`config.mk`:
```
export PLATFORM = sky130hd
export DESIGN_NAME = bcd_counter_chain
export DESIGN_NICKNAME = d
export VERILOG_FILES = /design/src/rtl/bcd_counter_chain.sv
export SDC_FILE = /design/constraint.sdc
export NUM_CORES = 1
export LEC_CHECK = 0
export ABC_AREA = 1
export CAP_MARGIN = 15
export CORE_MARGIN = 2
export CORE_UTILIZATION = 40
export CTS_BUF_LIST = sky130_fd_sc_hd__clkbuf_8
export CTS_CLUSTER_DIAMETER = 60
export DETAILED_ROUTE_END_ITERATION = 8
export GPL_TIMING_DRIVEN = 1
export PLACE_DENSITY = 0.68
export SYNTH_ARGS = -nofsm -noshare
export SYNTH_HDL_FRONTEND = slang
export SYNTH_SLANG_ARGS = --single-unit
```
`constraint.sdc`:
```
create_clock -name clock -period 1.45 [get_ports clock]
set_clock_uncertainty 0.15 [all_clocks]
set_input_delay 0.29 -clock clock [delete_from_list [all_inputs] [get_ports clock]]
set_output_delay 0.29 -clock clock [all_outputs]
set_load 0.01 [all_outputs]
```
`src/rtl/bcd_counter_chain.sv`:
```
// ============================================================================
// Module   : bcd_counter_chain
// Purpose  : Synchronous cascade of BCD digit counters. Counts up or down and
//            loads in parallel with digit validation. Flags terminal count.
// Revision : 1.0 - initial release
// ============================================================================
`default_nettype none

module bcd_counter_chain #(
  parameter int DIGITS   = 2,
  parameter int LAST_MAX = 5
) (
  input  logic                  clock,
  input  logic                  reset,
  input  logic                  enable,
  input  logic                  up_down,
  input  logic                  load,
  input  logic [4*DIGITS-1:0]   load_value,
  output logic [4*DIGITS-1:0]   bcd,
  output logic                  tc,
  output logic                  load_err
);

  localparam logic [3:0] c_top_max = 4'(LAST_MAX);

  logic [4*DIGITS-1:0] r_bcd;
  logic                r_load_err;
  logic [4*DIGITS-1:0] w_next;
  logic [DIGITS-1:0]   w_at_term;
  logic [DIGITS-1:0]   w_step;
  logic [DIGITS-1:0]   w_ld_ok;
  logic                w_load_valid;

  // A digit steps only when every digit below it sits at its terminal value.
  generate
    for (genvar i = 0; i < DIGITS; i++) begin : g_digit
      localparam logic [3:0] c_max = (i == DIGITS - 1) ? c_top_max : 4'd9;

      logic [3:0] w_digit;
      logic [3:0] w_ld_digit;

      assign w_digit      = r_bcd[4*i +: 4];
      assign w_ld_digit   = load_value[4*i +: 4];
      assign w_ld_ok[i]   = (w_ld_digit <= c_max);
      assign w_at_term[i] = up_down ? (w_digit == c_max) : (w_digit == 4'd0);

      if (i == 0) begin : g_first
        assign w_step[i] = enable & ~load;
      end else begin : g_rest
        assign w_step[i] = w_step[i-1] & w_at_term[i-1];
      end

      always_comb begin
        w_next[4*i +: 4] = w_digit;
        if (w_step[i]) begin
          if (up_down) begin
            w_next[4*i +: 4] = w_at_term[i] ? 4'd0 : w_digit + 4'd1;
          end else begin
            w_next[4*i +: 4] = w_at_term[i] ? c_max : w_digit - 4'd1;
          end
        end
      end
    end
  endgenerate

  assign w_load_valid = &w_ld_ok;

  always_ff @(posedge clock or posedge reset) begin
    if (reset) begin
      r_bcd      <= '0;
      r_load_err <= 1'b0;
    end else begin
      r_load_err <= 1'b0;
      if (load) begin
        // A rejected load leaves the count untouched.
        if (w_load_valid) begin
          r_bcd <= load_value;
        end else begin
          r_load_err <= 1'b1;
        end
      end else begin
        r_bcd <= w_next;
      end
    end
  end

  assign bcd      = r_bcd;
  assign load_err = r_load_err;
  assign tc       = w_step[DIGITS-1] & w_at_term[DIGITS-1];

endmodule

`default_nettype wire

```
==> results of run 1 <==
-- cells in the mapped netlist --
master	number
dfrtp_1	9
o21ai_2	1
nand4_1	1
nand2_1	38
nand3_1	17
o211ai_1	1
clkbuf_2	1
o21ai_0	4
nand4_2	2
inv_1	16
a31oi_1	1
nand3_2	1
o21ai_1	3
inv_2	2
a21oi_1	1
or2_2	3
buf_2	1
xor2_1	4
ha_1	6
nand2_4	2
nor2_1	11
nand2_2	1
-- state kept, by name (all words and copies together), names as in the netlist --
| name | cells |
|---|---|
| bcd | 8 |
| load_err | 1 |
-- routing by layer --
layer | vias to the layer above | GRT usage | routed length, um | part of all wire
li1 | 531 | - | - | -
met1 | 494 | 0.308 | 1110 | 0.40
met2 | 41 | 0.376 | 1360 | 0.50
met3 | 10 | 0 | 160 | 0.058
met4 | 0 | 0.0972 | 116 | 0.042
met5 | - | 0 | 0 | 0
-- power by group --
group / internal (uW) / total, uW / switching, uW
clock: 184 / 276 / 92.5
sequential: 320 / 389 / 68.3
combinational: 647 / 1240 / 589
total: 1150 / 1900 / 750
-- worst max-delay path by stage --
stage	endpoint	cells after the start	slack [ns]
after floorplan	tc	6	-0.05
after global placement	tc	7	-0.78
after detailed placement	tc	7	-0.82
after CTS	tc	7	-0.33
after global routing	tc	7	-0.38
final	tc	7	-0.30
-- critical path, cell delays in order (launching register included) --
cell,delay [ns]
dfrtp_2,0.43
inv_2,0.09
ha_4,0.15
nand3_4,0.09
nand2_4,0.10
nand2_4,0.05
nor2_4,0.07
buf_6,0.10
-- cells by family after synthesis --
family	count (synthesis)	share of synthesized area
adder cells (fa/ha/maj)	6	0.0901
buffers and inverters	20	0.0931
AO/OA/AOI/OAI	11	0.0751
AND/OR/NAND/NOR	76	0.429
flip-flops	9	0.270
XOR/XNOR	4	0.0420
-- repair_timing --
item / CTS / global route
pin swaps: 9 / 11
endpoints found under the setup margin: 18 / 12
setup buffers: 4 / 8
resized for setup: 46 / 17
-- metrics by stage --
step           worst slack [ns]  std cells   util
2_1_floorplan           -0.0545        126      -
3_3_place_gp             -0.779        202  0.676
3_5_place_dp             -0.816        202  0.676
4_1_cts                  -0.327        210  0.749
5_1_grt                  -0.376        217  0.798
6_report                 -0.300        217  0.798
-- layout make-up --
class	instances	area (um2)
Clock buffer	3	41.3
Clock inverter	1	3.75
Fill cell	147	395
Inverter	18	75.1
Multi-Input combinational cell	97	653
Sequential cell	9	230
Tap cell	27	33.8
Timing Repair Buffer	62	529
==> metrics.md, run 1 <==
| Metric | Value |
|---|---|
| CP Class | reg -> out |
| Crit path launch | bcd[0] |
| Largest fanout on the critical path | 3 |
| CTS Buffer Depth | 2 |
| CTS Sinks | 9 |
| DRC violations left | 0 |
| Fin. Hold Viols | 0 |
| Worst skew pair latency | about 0.23 ns |
| Dominant cell type by area after synthesis | dfrtp_1 |
| Tot Pwr | 1900 uW |
| CP Launch Type | register |
| Leak | between 0.0008 and 0.0009 uW |
| Final ANT Viol Nets | 0 |
| Synth unique cells | 22 |
| PD cells | between 1000 and 1500 mW/mm2 |
| Via-to-Cell Ratio | between 4 and 5 |
| Reg2Reg Depth | 11 |
| Max-Cap Viols | 0 |
| GP Congestion | 0.902 |
| Synth Register Bits | 9 |
| Via count | roughly 1,100 |
| Crit path DAT | roughly 1.3 ns |
| Ant diodes | 0 |
| Setup Viol. Count Final | 12 |
| Slew headroom | 0.782 |
| Setup WS post-layout | -0.300 ns |
| Hold WS | about 0.17 ns |
| Largest net degree at the start of global routing | 12 |
| Critical path data required time | between 1 and 1.5 ns |
| Syn Nets | around 150 |
| Synthesized area | between 800 and 900 um2 |
| R2r endpoint | bcd[5] |
| Fmax | ~0.57 GHz |
| CP Capture Type | primary output |
| Die ar. | 0.00246 mm2 |
| Clock-pin slew on the worst setup and hold paths | about 0.05 ns |
| Post-synth top area share | 0.270 |
| Design Area, Final | around 0.0016 mm2 |
| Seq/Total Area, Yosys | 0.270 |
| H-tree depth | 1 |
| Core Area | between 0.0015 and 0.002 mm2 |
| First-pass GRT wire length | about 4300 um |
| Routed WL | about 2700 um |
| Min-Delay Path Class | in -> async |
| # port buffers | 22 |
| R2r startpoint | bcd[4] |
| Synth Warn # | 0 |
| Most frequent cells in the layout | nand2_1, buf_4, inv_1 |
| TritonCTS clock tree | built |
| Mapped Cells | 126 |
| CTS Hold Bufs | 0 |
| Peak VDD IR | between 800 and 900 uV |
| Synth area leaders | dfrtp_1, nand2_1, nand3_1, ha_1, inv_1 |
| CTS Buf Count | 3 |
| I/O Pins | 23 |
| DR iter-0 viols | 14 |
| Vias in the first global route | roughly 1,000 |
| RSZ-0062 raised after global routing | true |
| Period minus WS final | 1.75 ns |
| Initial antenna violation count | 0 |
| Layout cells sized above 1 | 0.458 |
| Area after DPL | about 0.0013 mm2 |
| Clock root cell | clkbuf_8 |
| Gr usage total | 0.225 |
| Area grow syn2layout | 88.0% |
| Slack of the worst reg-to-reg path | -0.20 ns |
| Final Cycle Share | 1.21 |
| Worst Tran Pin Value | 0.327 ns |
| Die Y | around 50 um |
| Final HPWL DP | between 1500 and 2000 um |
| Grt ovf | 0 |
| Die width | ~50 um |
| Slew Viols, Final | 0 |
| Avg Cell Area, Syn | around 6.6 um2 |
| DR pass1 iterations | 4 |
| Fin Setup TNS | -1.47 ns |
| Starting Density | 0.425 |
| Status | complete, but fails checks |
| Layout net count | 210 |
| Violated checks | negative setup slack |
| Row count | 16 |
| Routed len/inst | around 13 um |
Note: power is estimated with default switching activity, not from simulation.
==> run 2, diff against run 1 <==
==> constraint.sdc (replaced) <==
create_clock -name clock -period 1.45 [get_ports clock]
set_clock_uncertainty 0.15 [all_clocks]
set_input_delay 0.145 -clock clock [delete_from_list [all_inputs] [get_ports clock]]
set_output_delay 0.145 -clock clock [all_outputs]
set_load 0.01 [all_outputs]
==> run 2 against run 1 <==
  * Global-route usage increased by 0.58 points
  * Largest power group unchanged
  * Power decreased by 1.6%
  * The flow still finishes with violations (negative setup slack)
  * Final area decreased by 1.9%
  * Maximum frequency increased by 6.0%
  * First-iteration DRC count increased to 2.5 times the previous value
  * Routed wire length increased by 2.4%
  * Flip-flop and latch count unchanged
  * Die area unchanged
==> metrics.md, run 2 (synthesis results as in run 1) <==
| Metric | Value |
|---|---|
| GP Congestion | 0.842 (-6.7%) |
| Slew Viols, Final | 0 (unchanged) |
| Routed WL | 2810 um (+2.4%) |
| Routed len/inst | 13.2 um (+4.3%) |
| Area grow syn2layout | 84.4% |
| Cell Count Post-Placement | 200 (-0.99%) |
| First-pass GRT wire length | 4220 um (-1.3%) |
| Via-to-Cell Ratio | 5.02 (+1.2%) |
| CP Capture Type | primary output |
| I/O Pins | 23 (unchanged) |
| Sequential share of power | 0.210 (+0.006) |
| Layout net count | 206 (-1.9%) |
| Setup WS post-layout | -0.201 ns (+0.0986 ns) |
| Max-Cap Viols | 0 (unchanged) |
| DR pass1 iterations | 4 (unchanged) |
| Slack of the worst reg-to-reg path | -0.15 ns (+0.05 ns) |
| Net Sw Power | 760 uW (+1.4%) |
| Grt ovf | 0 (unchanged) |
| Row count | 16 (unchanged) |
| H-tree depth | 1 (unchanged) |
| Starting Density | 0.425 (unchanged) |
| Die ar. | 0.00246 mm2 (unchanged) |
| PD cells | 1220 mW/mm2 (+0.29%) |
| Period minus WS final | 1.65 ns (-0.0986 ns) |
| Leak | 0.000798 uW (-2.7%) |
| Largest fanout on the critical path | 3 (unchanged) |
| Fmax | 0.606 GHz (+6.0%) |
| Fin Setup TNS | -1.06 ns (+0.411 ns) |
| TritonCTS clock tree | built |
| Final HPWL DP | 1970 um (-0.13%) |
| Layout cells sized above 1 | 0.435 (-0.0224) |
| Clock-pin slew on the worst setup and hold paths | 0.04 ns (about the same) |
| Layout Cells excl Fill | 213 (-1.8%) |
| Violated checks | negative setup slack |
| CTS Buffer Depth | 2 (unchanged) |
| Clock root cell | clkbuf_8 |
| Crit-path cells | inv_2, ha_4, nand3_4, nand2_4, nand2_4, nor2_2, buf_2 |
| Gr usage total | 0.231 (+0.00580) |
| Switching share of power | 0.407 (+0.0120) |
| Worst skew pair latency | 0.23 ns (about the same) |
| Initial antenna violation count | 0 (unchanged) |
| Tot Pwr | 1870 uW (-1.6%) |
| Critical Path Max Stage Delay | 0.39 ns (-0.04 ns) |
| Critical path data required time | 1.15 ns (+0.14 ns) |
| Min-Delay Path Class | in -> async |
| Peak VDD IR | 661 uV (-17%) |
| Largest net degree at the start of global routing | 12 (unchanged) |
| Ant diodes | 0 (unchanged) |
| Worst Tran Pin Value | 0.313 ns (-0.0134 ns) |
| Final ANT Viol Nets | 0 (unchanged) |
| CP Class | reg -> out |
| Core Area | 0.00196 mm2 (unchanged) |
| RSZ-0062 raised after global routing | true |
| Via count | 1,069 (-0.65%) |
| DR iter-0 viols | 35 (+21) |
| Comb power frac | 0.641 (-0.009) |
| CTS Sinks | 9 (unchanged) |
| Die width | 49.6 um (unchanged) |
| Most frequent cells in the layout | buf_4, nand2_1, clkdlybuf4s50_1 |
| Most common cell after layout, fill and taps aside | buf_4 |
| Die Y | 49.6 um (unchanged) |
| Final Cycle Share | 1.14 (-0.0680) |
| Max reg flops | 8 (unchanged) |
| Vias in the first global route | 990 (+0.20%) |
| Status | complete, but fails checks |
| # port buffers | 22 (unchanged) |
| Fin. Hold Viols | 0 (unchanged) |
| Setup Viol. Count Final | 9 (-3) |
| Worst path most repeated cell | nand2_4 |
| Crit path DAT | 1.36 ns (+0.05 ns) |
| CP Launch Type | register |
| CTS Buf Count | 3 (unchanged) |
| Int Power | 1110 uW (-3.6%) |
| Hold WS | 0.0140 ns (-0.159 ns) |
| Slowest cell on the critical path | dfrtp_1 |
| Slew headroom | 0.791 (+0.00897) |
| DRC violations left | 0 (unchanged) |
| Clock power frac | 0.149 (+0.004) |
==> run 2: cell count changes in the layout (fill, tap and decap cells not counted), moves of 3 or more <==
| cell | previous run | this run |
|---|---|---|
| nor2_1 | 10 | 7 |
| buf_6 | 9 | 2 |
| nor2_2 | 0 | 4 |
| dlygate4sd2_1 | 3 | 6 |
==> run 2: timing repair <==
item,in CTS,in global routing
endpoints found under the setup margin,17,9
hold buffers,0,0
cloned,0,0
gates resized for setup,37,19
setup buffers,8,5
pin swaps,21,10
==> run 2: power by group through the flow <==
stage | Combinational (uW) | Sequential (uW) | Clock [uW]
global placement | 902 | 374 | 0
detailed placement | 926 | 375 | 0
finish | 1200 | 393 | 279
global route | 1300 | 400 | 303
floorplan | 405 | 419 | 0
CTS | 1050 | 377 | 288
==> run 2: final cells by class <==
cell class	count	area, um2
Clock buffer	3	41.3
Fill cell	146	425
Tap cell	27	33.8
Timing Repair Buffer	58	480
Sequential cell	9	228
Multi-Input combinational cell	97	679
Inverter	18	70.1
Clock inverter	1	3.75
==> run 2: worst max-delay path: cells and delay by family, from the launching register on <==
family                   cells  cell delay, ns
flip-flops                   1            0.39
buffers and inverters        2            0.24
adder cells (fa/ha/maj)      1            0.16
AND/OR/NAND/NOR              4            0.33
==> run 2: routing by layer <==
metal,share of wire,GRT usage
met2,0.50,0.376
met3,0.057,0.0515
met4,0.020,0.134
met1,0.42,0.277
met5,0,0
==> run 2: path summary, 6_finish.rpt <==
path / endpoint / from / depth (start not counted)
max in group asynchronous: bcd[4] / reset / 2
min in group clock: load_err / load_value[7] / 3
setup reg to reg: bcd[1] / bcd[1] / 9
setup / recovery: tc / bcd[1] / 7
hold / removal: bcd[1] / reset / 2
hold reg to reg: bcd[7] / bcd[7] / 3
==> run 2: stage by stage <==
stage | instance area [um2] | util | setup WS, ns
finish | 1540 | 0.783 | -0.201
global route | 1540 | 0.783 | -0.256
CTS | 1440 | 0.732 | -0.209
detailed placement | 1280 | 0.653 | -0.478
global placement | 1280 | 0.653 | -0.465
floorplan | 835 | - | -0.00935
==> run 3, diff against run 2 <==
--- a/config.mk
+++ b/config.mk
@@ -6,7 +6,7 @@
 export NUM_CORES = 1
 export LEC_CHECK = 0
 export ABC_AREA = 1
-export CAP_MARGIN = 15
+export CAP_MARGIN = 20
 export CORE_MARGIN = 2
 export CORE_UTILIZATION = 40
 export CTS_BUF_LIST = sky130_fd_sc_hd__clkbuf_8
==> results of run 3 <==
Final layout, timing and power as in run 2 (identical DEF).
